<file path="src/rtl/dpd_cfg_pkg.sv">
// Shared types and constants for the DPD actuator LUT configuration path.
// The read latency default must track the actuator's validc pipeline depth.
package dpd_cfg_pkg;

    typedef enum logic [2:0] {
        IDLE,
        WRITE,
        READ,
        DRAIN,
        DONE
    } state_t;

    localparam logic [1:0] ERR_NONE    = 2'd0;
    localparam logic [1:0] ERR_CSUM    = 2'd1;
    localparam logic [1:0] ERR_TIMEOUT = 2'd2;
    localparam logic [1:0] ERR_ABORT   = 2'd3;

    localparam int RD_LATENCY_DEF = 3;

endpackage

</file>
<file path="src/rtl/dpd_cfg_csum.sv">
// Clearable modular accumulator used for the write and read-back checksums.
// Clear wins over enable so a new load never inherits a stale partial sum.
module dpd_cfg_csum #(
    parameter int WIDTH = 32
) (
    input  logic             clk,
    input  logic             rst_n,
    input  logic             clr,
    input  logic             en,
    input  logic [WIDTH-1:0] din,
    output logic [WIDTH-1:0] sum
);

    always_ff @(posedge clk or negedge rst_n) begin
        if (!rst_n) begin
            sum <= '0;
        end else if (clr) begin
            sum <= '0;
        end else if (en) begin
            sum <= sum + din;
        end
    end

endmodule

</file>
<file path="src/rtl/dpd_lut_loader.sv">
// Sequencer that writes one actuator LUT from a coefficient stream and can
// read it back, comparing write and read checksums.
//
//   state | meaning
//   ------+-----------------------------------------------------------
//   IDLE  | waiting for start; config port released
//   WRITE | accepting coefficients, one config write per accepted beat
//   READ  | issuing one read per cycle, address 0..last_addr
//   DRAIN | collecting outstanding returns, bounded by a timeout
//   DONE  | one-cycle done pulse, then back to IDLE
module dpd_lut_loader
    import dpd_cfg_pkg::*;
#(
    parameter int DATA_WIDTH = 32,
    parameter int ADDR_WIDTH = 10,
    parameter int ID_MAX     = 64,
    parameter int RD_LATENCY = RD_LATENCY_DEF,
    parameter int TIMEOUT    = 8
) (
    input  logic                      clk,
    input  logic                      rst_n,
    input  logic                      start,
    input  logic                      abort,
    input  logic [$clog2(ID_MAX)-1:0] lut_sel,
    input  logic [ADDR_WIDTH-1:0]     last_addr,
    input  logic                      verify_en,
    input  logic                      s_valid,
    output logic                      s_ready,
    input  logic [DATA_WIDTH-1:0]     s_data,
    output logic                      enc,
    output logic [ID_MAX-1:0]         lutIdc,
    output logic                      wec,
    output logic [ADDR_WIDTH-1:0]     addrc,
    output logic [DATA_WIDTH-1:0]     dinc,
    input  logic [DATA_WIDTH-1:0]     doutc,
    input  logic                      validc,
    output logic                      busy,
    output logic                      done,
    output logic                      err,
    output logic [1:0]                err_code
);

    localparam int SEL_W = $clog2(ID_MAX);
    localparam int TMR_W = $clog2(RD_LATENCY + TIMEOUT + 1);
    // The DRAIN cycle in which the timer reads zero is the last one tolerated,
    // so done lands RD_LATENCY+TIMEOUT cycles after the final read on the port.
    localparam logic [TMR_W-1:0] TMR_LOAD = TMR_W'(RD_LATENCY + TIMEOUT - 1);

    state_t state_q, state_d;

    logic [SEL_W-1:0]      lut_sel_q;
    logic [ADDR_WIDTH-1:0] last_addr_q;
    logic                  verify_q;
    logic [ADDR_WIDTH-1:0] addr_q;
    logic [ADDR_WIDTH:0]   rcnt_q;
    logic [ADDR_WIDTH:0]   n_entries;
    logic [TMR_W-1:0]      tmr_q;
    logic [ID_MAX-1:0]     lut_onehot;
    logic [DATA_WIDTH-1:0] wsum;
    logic [DATA_WIDTH-1:0] rsum;

    logic       at_last;
    logic       beat;
    logic       issue;
    logic       clr_all;
    logic       load_tmr;
    logic       rd_accept;
    logic       err_set;
    logic [1:0] err_code_d;

    assign at_last    = (addr_q == last_addr_q);
    assign n_entries  = {1'b0, last_addr_q} + (ADDR_WIDTH + 1)'(1);
    assign lut_onehot = ID_MAX'(1) << lut_sel_q;
    assign rd_accept  = validc && ((state_q == READ) || (state_q == DRAIN));
    assign busy       = (state_q != IDLE);
    assign done       = (state_q == DONE);

    always_comb begin
        state_d    = state_q;
        s_ready    = 1'b0;
        beat       = 1'b0;
        issue      = 1'b0;
        clr_all    = 1'b0;
        load_tmr   = 1'b0;
        err_set    = 1'b0;
        err_code_d = ERR_NONE;
        case (state_q)
            IDLE: begin
                if (start) begin
                    clr_all = 1'b1;
                    state_d = WRITE;
                end
            end
            WRITE: begin
                s_ready = 1'b1;
                if (s_valid) begin
                    beat = 1'b1;
                    if (at_last) begin
                        state_d = verify_q ? READ : DONE;
                    end
                end
            end
            READ: begin
                issue = 1'b1;
                if (at_last) begin
                    state_d  = DRAIN;
                    load_tmr = 1'b1;
                end
            end
            DRAIN: begin
                if (rcnt_q == n_entries) begin
                    if (rsum != wsum) begin
                        err_set    = 1'b1;
                        err_code_d = ERR_CSUM;
                    end
                    state_d = DONE;
                end else if (tmr_q == '0) begin
                    err_set    = 1'b1;
                    err_code_d = ERR_TIMEOUT;
                    state_d    = DONE;
                end
            end
            DONE: begin
                state_d = IDLE;
            end
            default: begin
                state_d = IDLE;
            end
        endcase
        // Abort also drops s_ready so the upstream beat offered this cycle is not consumed.
        if (abort && (state_q != IDLE)) begin
            state_d    = DONE;
            s_ready    = 1'b0;
            beat       = 1'b0;
            issue      = 1'b0;
            load_tmr   = 1'b0;
            err_set    = 1'b1;
            err_code_d = ERR_ABORT;
        end
    end

    always_ff @(posedge clk or negedge rst_n) begin
        if (!rst_n) begin
            state_q <= IDLE;
        end else begin
            state_q <= state_d;
        end
    end

    always_ff @(posedge clk or negedge rst_n) begin
        if (!rst_n) begin
            lut_sel_q   <= '0;
            last_addr_q <= '0;
            verify_q    <= 1'b0;
            addr_q      <= '0;
            rcnt_q      <= '0;
            tmr_q       <= '0;
            err         <= 1'b0;
            err_code    <= ERR_NONE;
        end else begin
            if (clr_all) begin
                lut_sel_q   <= lut_sel;
                last_addr_q <= last_addr;
                verify_q    <= verify_en;
            end

            if (clr_all) begin
                addr_q <= '0;
            end else if (beat || issue) begin
                addr_q <= at_last ? '0 : addr_q + ADDR_WIDTH'(1);
            end

            if (clr_all) begin
                rcnt_q <= '0;
            end else if (rd_accept) begin
                rcnt_q <= rcnt_q + (ADDR_WIDTH + 1)'(1);
            end

            if (load_tmr) begin
                tmr_q <= TMR_LOAD;
            end else if ((state_q == DRAIN) && (tmr_q != '0)) begin
                tmr_q <= tmr_q - TMR_W'(1);
            end

            if (clr_all) begin
                err      <= 1'b0;
                err_code <= ERR_NONE;
            end else if (err_set) begin
                err      <= 1'b1;
                err_code <= err_code_d;
            end
        end
    end

    // Config port registers: addrc/dinc keep their last value between beats.
    always_ff @(posedge clk or negedge rst_n) begin
        if (!rst_n) begin
            enc    <= 1'b0;
            wec    <= 1'b0;
            lutIdc <= '0;
            addrc  <= '0;
            dinc   <= '0;
        end else begin
            enc    <= beat || issue;
            wec    <= beat;
            lutIdc <= (beat || issue) ? lut_onehot : '0;
            if (beat || issue) begin
                addrc <= addr_q;
            end
            if (beat) begin
                dinc <= s_data;
            end
        end
    end

    dpd_cfg_csum #(.WIDTH(DATA_WIDTH)) u_wsum (
        .clk   (clk),
        .rst_n (rst_n),
        .clr   (clr_all),
        .en    (beat),
        .din   (s_data),
        .sum   (wsum)
    );

    dpd_cfg_csum #(.WIDTH(DATA_WIDTH)) u_rsum (
        .clk   (clk),
        .rst_n (rst_n),
        .clr   (clr_all),
        .en    (rd_accept),
        .din   (doutc),
        .sum   (rsum)
    );

endmodule

</file>
<file path="config.mk">
export PLATFORM = sky130hd
export DESIGN_NAME = dpd_lut_loader
export DESIGN_NICKNAME = d
export VERILOG_FILES = /design/src/rtl/dpd_cfg_pkg.sv /design/src/rtl/dpd_cfg_csum.sv /design/src/rtl/dpd_lut_loader.sv
export SDC_FILE = /design/constraint.sdc
export NUM_CORES = 1
export LEC_CHECK = 0
export BUFFER_PORTS_ARGS = -buffer_cell sky130_fd_sc_hd__buf_2
export CORE_UTILIZATION = 52
export DETAILED_ROUTE_END_ITERATION = 8
export PLACE_DENSITY = 0.77
export SYNTH_ARGS = -nofsm -noshare
export SYNTH_HDL_FRONTEND = slang
export SYNTH_SLANG_ARGS = --single-unit
</file>
<file path="constraint.sdc">
create_clock -name clk -period 2.6 [get_ports clk]
set_clock_uncertainty 0.15 [all_clocks]
set_input_delay 0.26 -clock clk [delete_from_list [all_inputs] [get_ports clk]]
set_output_delay 0.26 -clock clk [all_outputs]
set_load 0.05 [all_outputs]
</file>
==> results of run 1 <==
[cell usage after synthesis, types with 5 or more instances]
cell / n / area [um2]
nand2_1: 240 / 900.9
dfrtp_1: 220 / 5505
nor2_1: 113 / 424.2
o21ai_0: 90 / 450.4
xor2_1: 73 / 639.4
a21oi_1: 70 / 350.3
ha_1: 66 / 825.8
nand3_1: 65 / 325.3
clkbuf_1: 42 / 157.7
xnor2_1: 41 / 359.1
inv_1: 27 / 101.4
a21o_1: 24 / 180.2
and3_1: 15 / 93.84
nand4_1: 15 / 93.84
nand2b_1: 14 / 87.58
mux2_2: 12 / 135.1
nor3b_1: 12 / 90.09
nor4_1: 11 / 68.82
nor3_1: 10 / 50.05
o31ai_1: 10 / 75.07
a31oi_1: 9 / 56.30
o211ai_1: 9 / 67.56
buf_2: 8 / 40.04
nor2b_1: 8 / 50.05
a211oi_1: 7 / 52.55
mux2i_1: 6 / 60.06
o21ai_1: 6 / 30.03
o21bai_1: 6 / 45.04
and2_1: 5 / 31.28
buf_1: 5 / 18.77
o21a_1: 5 / 37.54
o22ai_1: 5 / 31.28
[logic make-up (layout without fill, tap and decap cells)]
family	Yosys count	after routing	synth area share, %
buffers and inverters	85	451	2.807
XOR/XNOR	114	114	8.234
AND/OR/NAND/NOR	533	533	19.96
flip-flops	220	220	45.40
multiplexers	18	18	1.610
adder cells (fa/ha/maj)	68	68	7.141
AO/OA/AOI/OAI	279	279	14.85
[worst max-delay path: stages, from the launching register on]
cell and delay, ps:
dfrtp_1 410, ha_4 280, and2_4 170, a221oi_4 80
a2111oi_4 400, o2111ai_2 190, a211oi_4 360, o211ai_2 110
nand2_2 100, mux2i_1 210, mux2i_1 200
[metal layers]
| layer | part of all wire [%] | up-vias | GRT usage [%] |
|---|---|---|---|
| met2 | 49 | 434 | 48.93 |
| met3 | 5.2 | 108 | 3.783 |
| met1 | 40 | 5343 | 34.21 |
| met4 | 5.1 | 2 | 14.90 |
| met5 | 0.032 | - | 0 |
| li1 | - | 5286 | - |
[what timing repair did]
item                                   4_1_cts  5_1_grt
endpoints found under the hold margin      273        2
hold buffers                                53        1
pin swaps                                   33       61
setup endpoints to repair                   27       56
setup buffers                                9       10
gates resized for setup                     38       93
[flip-flops by register name (all words and copies together), names as in the netlist, 2 cells and up]
signal	count
lutIdc	64
err_code	2
lut_sel_q	6
tmr_q	4
u_wsum.sum	32
u_rsum.sum	32
addrc	10
addr_q	10
dinc	32
last_addr_q	10
state_q	3
rcnt_q	11
[layout make-up]
class	count	area [um2]	area share, %
inverter	27	101.3	0.6244
clock inverter	11	125.1	0.7708
timing repair buffer	379	2542	15.66
multi-input combinational	1012	6883	42.40
sequential	220	5509	33.94
tap	313	391.6	2.413
clock buffer	34	679.4	4.186
[worst max path at each step]
| stage | start | end | slack, ps | cells after the start |
|---|---|---|---|---|
| 3_3_place_gp | s_data[0] | u_wsum.sum[30]$_DFFE_PN0P_ | -110 | 13 |
| 3_5_place_dp | u_rsum.sum[0]$_DFFE_PN0P_ | u_rsum.sum[30]$_DFFE_PN0P_ | -210 | 12 |
| 5_1_grt | u_wsum.sum[4]$_DFFE_PN0P_ | u_wsum.sum[31]$_DFFE_PN0P_ | -270 | 10 |
| 4_1_cts | u_wsum.sum[3]$_DFFE_PN0P_ | u_wsum.sum[31]$_DFFE_PN0P_ | -140 | 10 |
| 6_report | u_wsum.sum[4]$_DFFE_PN0P_ | u_wsum.sum[31]$_DFFE_PN0P_ | -140 | 10 |
| 2_1_floorplan | u_rsum.sum[0]$_DFFE_PN0P_ | u_rsum.sum[28]$_DFFE_PN0P_ | 1 | 12 |
[stage by stage]
stage,instance area [um2],worst slack (ps)
2_1_floorplan,12220,1.084
3_3_place_gp,14230,-110.8
3_5_place_dp,14230,-207.4
4_1_cts,15770,-141.3
5_1_grt,16230,-271.7
6_report,16230,-138.3
[power groups by stage]
stage / sequential (mW) / clock [mW] / combinational (mW)
detailed placement: 5.17 / 0 / 8.50
floorplan: 5.99 / 0 / 4.97
finish: 5.19 / 3.47 / 9.52
CTS: 5.13 / 3.53 / 8.86
global route: 5.29 / 3.66 / 10.3
global placement: 5.15 / 0 / 8.27
==> impl_metrics.csv, run 1 <==
group,metric,value,unit
status,status,"finished, violations left",
status,failed_checks,"negative setup slack",
place,place_inst,1880,
route,wl,34400,um
worst_setup_path,worstPathRequired,2900,ps
layout,drive_gt1_share,28.64,%
layout,fillCellCount,1659,
clock_network,clkLatencyLatePin,530,ps
worst_setup_path,critPathLaunchType,"flop",
synthesis,ys_warn_count,0,
clock_network,cts_max_level,1,
clock_network,cts.sinks,220,
global_routing,grt_use_total,28.21,%
power_and_ir_drop,power_frac_seq,28.6,%
worst_setup_path,reg2reg_to,"u_wsum.sum[31]$_DFFE_PN0P_",
clock_network,clkTransAtPathRegs,60,ps
power_and_ir_drop,swShare,43.82,%
layout,n_antenna_cell,0,
global_routing,grt_pass1_vias,10902,
layout,mostFrequentLayoutCells,"nand2_1 (237), dfrtp_1 (217), buf_2 (199)",
place,gp_congestion,0.9391,
floorplanning,die_area,23930,um2
timing,max_slew_margin,51.43,%
route,wl_per_cell,17.23,um
floorplanning,num_io_pins,201,
timing,final.period_utilization,105.3,%
timing,rsz0062_at_grt,"true",
layout,nets,1820,
floorplanning,coreArea,22780,um2
power_and_ir_drop,switching_power,7.965,mW
clock_network,tritoncts,"built",
timing,whs,71.03,ps
route,first_pass_iters,5,
timing,setup-tns-final,-1016,ps
route,first_iter_violations,643,
hold_path,hold_end,"u_rsum.sum[25]$_DFFE_PN0P_",
global_routing,grt_pass1_wl,54050,um
synthesis,synth_edf_count,0,
clock_network,root_buffer,"clkbuf_16",
clock_network,cts_max_path_buffers,3,
layout,area_growth,33.87,%
global_routing,grt_overflow,0,
power_and_ir_drop,peakVddDrop,0.7300,mV
layout,finish.utilization,71.26,%
floorplanning,start_util,53.23,%
worst_setup_path,crit_arrival,3040,ps
timing,max_freq,0.3652,GHz
power_and_ir_drop,power_frac_comb,52.4,%
power_and_ir_drop,leakagePower,8.187,nW
layout,fin_cells,1996,
timing,worst_pin_slew,726.9,ps
synthesis,syn_inst,1317,
synthesis,synth_flop_cell,"dfrtp_1",
timing,min_period,2738,ps
route,via_per_inst,5.598,
power_and_ir_drop,p_per_area,1120,nW/um2
worst_setup_path,reg2regPathDepth,10,
power_and_ir_drop,internal_power,10.21,mW
floorplanning,die_height,154.7,um
synthesis,ys_types,77,
worst_setup_path,r2r_slack,-140,ps
power_and_ir_drop,totalPowerFinal,18.18,mW
synthesis,async_reset_ff_share,100.0,%
synthesis,syn_nets,1472,
power_and_ir_drop,p_clk_share,19.1,%
worst_setup_path,critical_path_class,"reg2reg",
hold_path,holdPathStages,4,
layout,layout_commonest_cell,"nand2_1",
place,dpl.hpwl,23190,um
flow_run,maxCapViolCount,0,
synthesis,synth_area_per_cell,9.207,um2
floorplanning,placementRows,55,
worst_setup_path,r2r-start,"u_wsum.sum[4]$_DFFE_PN0P_",
route,vias,11173,
floorplanning,die_width,154.7,um
timing,hold_violations,0,
timing,finalSetupViolCount,19,
route,antenna_left,0,
synthesis,syn_area,12130,um2
route,drcViolationCount,0,
place,portBuffers,200,
timing,slew_viol_final,0,
worst_setup_path,cp_max_fo,3,
global_routing,grt_antenna_before_repair,1,
global_routing,grt_max_degree,88,
clock_network,cts_made_buffers,25,
hold_path,min_from,"doutc[25]",
hold_path,min_path_type,"in2reg",
synthesis,ys_seq_area_share,45.40,%
timing,fin_ws,-138.3,ps
synthesis,synth_seq_cells,220,
worst_setup_path,critPathCaptureType,"flop",
No activity file was read; power rests on OpenSTA's default activity.
==> run 2: changes to the inputs <==
--- a/config.mk
+++ b/config.mk
@@ -9,6 +9,8 @@
 export CORE_UTILIZATION = 52
 export DETAILED_ROUTE_END_ITERATION = 8
 export PLACE_DENSITY = 0.77
+export SKIP_LAST_GASP = 1
 export SYNTH_ARGS = -nofsm -noshare
 export SYNTH_HDL_FRONTEND = slang
+export SYNTH_HIERARCHICAL = 1
 export SYNTH_SLANG_ARGS = --single-unit
==> run 2 against run 1 <==
Critical endpoint is now u_rsum/sum[31]$_DFFE_PN0P_. Sequential cell count unchanged. Register-to-register slack worse by 40 ps. Final cell count up 2.9%. The flow still finishes with violations (negative setup slack). Non-clock buffer count up 33.
==> impl_metrics.csv, run 2 <==
group,metric,value,unit
route,antenna_left,0,
flow_run,maxCapViolCount,0,
status,status,"finished, violations left",
synthesis,synth_area_per_cell,9.502,um2
route,first_iter_violations,753,
synthesis,synth_edf_count,0,
layout,fillCellCount,1745,
synthesis,synth.largest_area_cell,"dfrtp_1",
clock_network,cts.sinks,220,
layout,largest_reg_flops,64,
worst_setup_path,critPathCaptureType,"flop",
timing,finalSetupViolCount,18,
synthesis,synth.most_common_cell,"dfrtp_1",
floorplanning,start_util,53.36,%
power_and_ir_drop,switching_power,6.732,mW
layout,layout_commonest_cell,"dfrtp_1",
global_routing,grt_pass1_wl,58450,um
synthesis,ys_warn_count,6,
layout,fin_cells,2054,
timing,fin_ws,-175.5,ps
power_and_ir_drop,power_frac_seq,30.2,%
clock_network,clkLatencyLatePin,540,ps
timing,max_freq,0.3603,GHz
route,vias,11962,
layout,mostFrequentLayoutCells,"dfrtp_1 (217), buf_2 (199), nor2_1 (172)",
power_and_ir_drop,p_per_area,940.2,nW/um2
timing,rsz0062_at_grt,"true",
timing,max_slew_margin,55.62,%
route,via_per_inst,5.824,
synthesis,synth_seq_cells,220,
place,gp_congestion,0.9302,
worst_setup_path,r2r_slack,-180,ps
worst_setup_path,worstPathRequired,2860,ps
clock_network,root_buffer,"clkbuf_16",
global_routing,grt_max_degree,81,
hold_path,min_path_type,"in2async",
floorplanning,placementRows,56,
route,first_pass_iters,5,
power_and_ir_drop,internal_power,9.376,mW
timing,worst_pin_slew,663.3,ps
timing,setup-tns-final,-1236,ps
route,drcViolationCount,0,
synthesis,syn_inst,1330,
synthesis,synthTopCellsByArea,"dfrtp_1 (44%), ha_1 (6.5%), nor2_1 (5.1%)",
floorplanning,die_height,157.9,um
timing,hold_violations,0,
clock_network,cts_made_buffers,25,
layout,drive_gt1_share,31.66,%
power_and_ir_drop,p_clk_share,22.8,%
place,dpl.hpwl,25620,um
floorplanning,die_width,157.9,um
synthesis,ys_seq_area_share,43.56,%
global_routing,grt_use_total,29.59,%
clock_network,cts_max_path_buffers,3,
clock_network,cts_max_level,1,
worst_setup_path,critical_path_class,"reg2reg",
place,portBuffers,200,
layout,area_growth,35.56,%
timing,final.period_utilization,106.7,%
floorplanning,die_area,24930,um2
global_routing,grt_pass1_vias,11934,
clock_network,tritoncts,"built",
route,wl,38400,um
worst_setup_path,crit_arrival,3030,ps
route,wl_met2,19350,um
route,highest_layer,"met5",
timing,slew_viol_final,0,
power_and_ir_drop,peakVddDrop,0.9162,mV
floorplanning,num_io_pins,201,
route,drt-met1-wl,15120,um
place,place_inst,1939,
synthesis,ys_top_cells_by_count,"dfrtp_1 (220), nor2_1 (172), nand2_1 (141)",
synthesis,yosys.area.top_type_share,43.56,%
synthesis,syn_nets,1485,
worst_setup_path,cp_max_fo,5,
power_and_ir_drop,power_frac_comb,47.0,%
power_and_ir_drop,swShare,41.79,%
synthesis,synth_flop_cell,"dfrtp_1",
route,wl_met3,2223,um
layout,nets,1871,
synthesis,async_reset_ff_share,100.0,%
power_and_ir_drop,leakagePower,8.320,nW
timing,min_period,2775,ps
worst_setup_path,critPathLaunchType,"flop",
status,failed_checks,"negative setup slack",
synthesis,syn_area,12640,um2
global_routing,grt_antenna_before_repair,4,
layout,regMostFlops,"lutIdc",
clock_network,clkTransAtPathRegs,60,ps
floorplanning,coreArea,23680,um2
route,wl_per_cell,18.70,um
global_routing,grt_overflow,0,
synthesis,ys_types,74,
[run 2: cell count changes in the layout (fill, tap and decap cells not counted), moves of 20 or more]
cell | before | now
mux2_2 | 12 | 32
nor2_1 | 110 | 172
xor2_1 | 73 | 32
mux2i_1 | 6 | 31
xnor2_1 | 35 | 70
o21ai_0 | 57 | 30
o21ai_1 | 34 | 7
nand2_1 | 237 | 139
nand3_1 | 64 | 34
buf_4 | 116 | 151
[run 2: cells by family (layout without fill, tap and decap cells)]
| group | Yosys count | count (layout) | synth area share [%] |
|---|---|---|---|
| other | 0 | 1 | 0 |
| buffers and inverters | 84 | 488 | 2.812 |
| multiplexers | 65 | 65 | 5.485 |
| XOR/XNOR | 103 | 103 | 7.139 |
| flip-flops | 220 | 220 | 43.56 |
| AND/OR/NAND/NOR | 514 | 514 | 19.37 |
| AO/OA/AOI/OAI | 276 | 276 | 14.78 |
| adder cells (fa/ha/maj) | 68 | 68 | 6.851 |
[run 2: per-stage QoR]
stage,hold WS [ps],util (%),instance area (um2),setup WS [ps],power [mW]
2_1_floorplan,-185.6,-,12800,12.81,9.470
3_3_place_gp,62.45,63.66,15080,-67.53,11.43
3_5_place_dp,74.10,63.66,15080,-153.3,11.61
4_1_cts,20.38,70.27,16640,-113.2,15.52
5_1_grt,113.4,72.33,17130,-248.0,16.89
6_report,99.34,72.34,17130,-175.5,16.11
[run 2: worst paths after layout]
kind / startpoint / endpoint / cells after the start
max reg2reg: u_rsum/sum[6]$_DFFE_PN0P_ / u_rsum/sum[31]$_DFFE_PN0P_ / 9
min: rst_n / rcnt_q[7]$_DFFE_PN0P_ / 2
min reg2reg: addrc[7]$_DFFE_PN0P_ / addrc[7]$_DFFE_PN0P_ / 2
max: u_rsum/sum[6]$_DFFE_PN0P_ / u_rsum/sum[31]$_DFFE_PN0P_ / 9
max in group asynchronous: rst_n / lutIdc[54]$_DFF_PN0_ / 3
min in group clk: doutc[1] / u_rsum/sum[1]$_DFFE_PN0P_ / 4
[run 2: what timing repair did]
item | in CTS | in global routing
setup endpoints to repair | 24 | 36
setup buffers | 5 | 12
endpoints found under the hold margin | 273 | 0
hold buffers | 53 | 0
pin swaps | 16 | 34
resized for setup | 30 | 78
[run 2: cell type report]
cell class                 count  area [um2]  share of cell area (%)
sequential                   220        5509                   32.16
tap                          319       399.1                   2.330
inverter                      31       116.4                  0.6792
timing repair buffer         412        2791                   16.29
multi-input combinational   1026        7448                   43.48
antenna                        1       2.502                 0.01461
clock buffer                  32       701.9                   4.097
clock inverter                13       162.7                  0.9495
[run 2: power by group through the flow]
| stage | combinational, mW | sequential (mW) | clock [mW] |
|---|---|---|---|
| finish | 7.57 | 4.87 | 3.67 |
| detailed placement | 6.77 | 4.84 | 0 |
| floorplan | 3.76 | 5.71 | 0 |
| CTS | 6.99 | 4.80 | 3.73 |
| global placement | 6.62 | 4.81 | 0 |
| global route | 8.09 | 4.93 | 3.87 |
[run 2: worst max-delay path, stage by stage, from the launching register on]
cell	delay, ps
dfrtp_1	410
ha_4	290
o21ai_1	100
or4_4	560
o211ai_4	130
a21oi_2	90
a41o_1	240
nand3b_1	170
a31oi_1	170
mux2_1	350
[run 2: layer usage]
metal / vias up / track usage (%)
li1: 5527 / -
met1: 5836 / 35.35
met2: 470 / 52.30
met3: 123 / 4.599
met4: 6 / 13.41
met5: - / 0
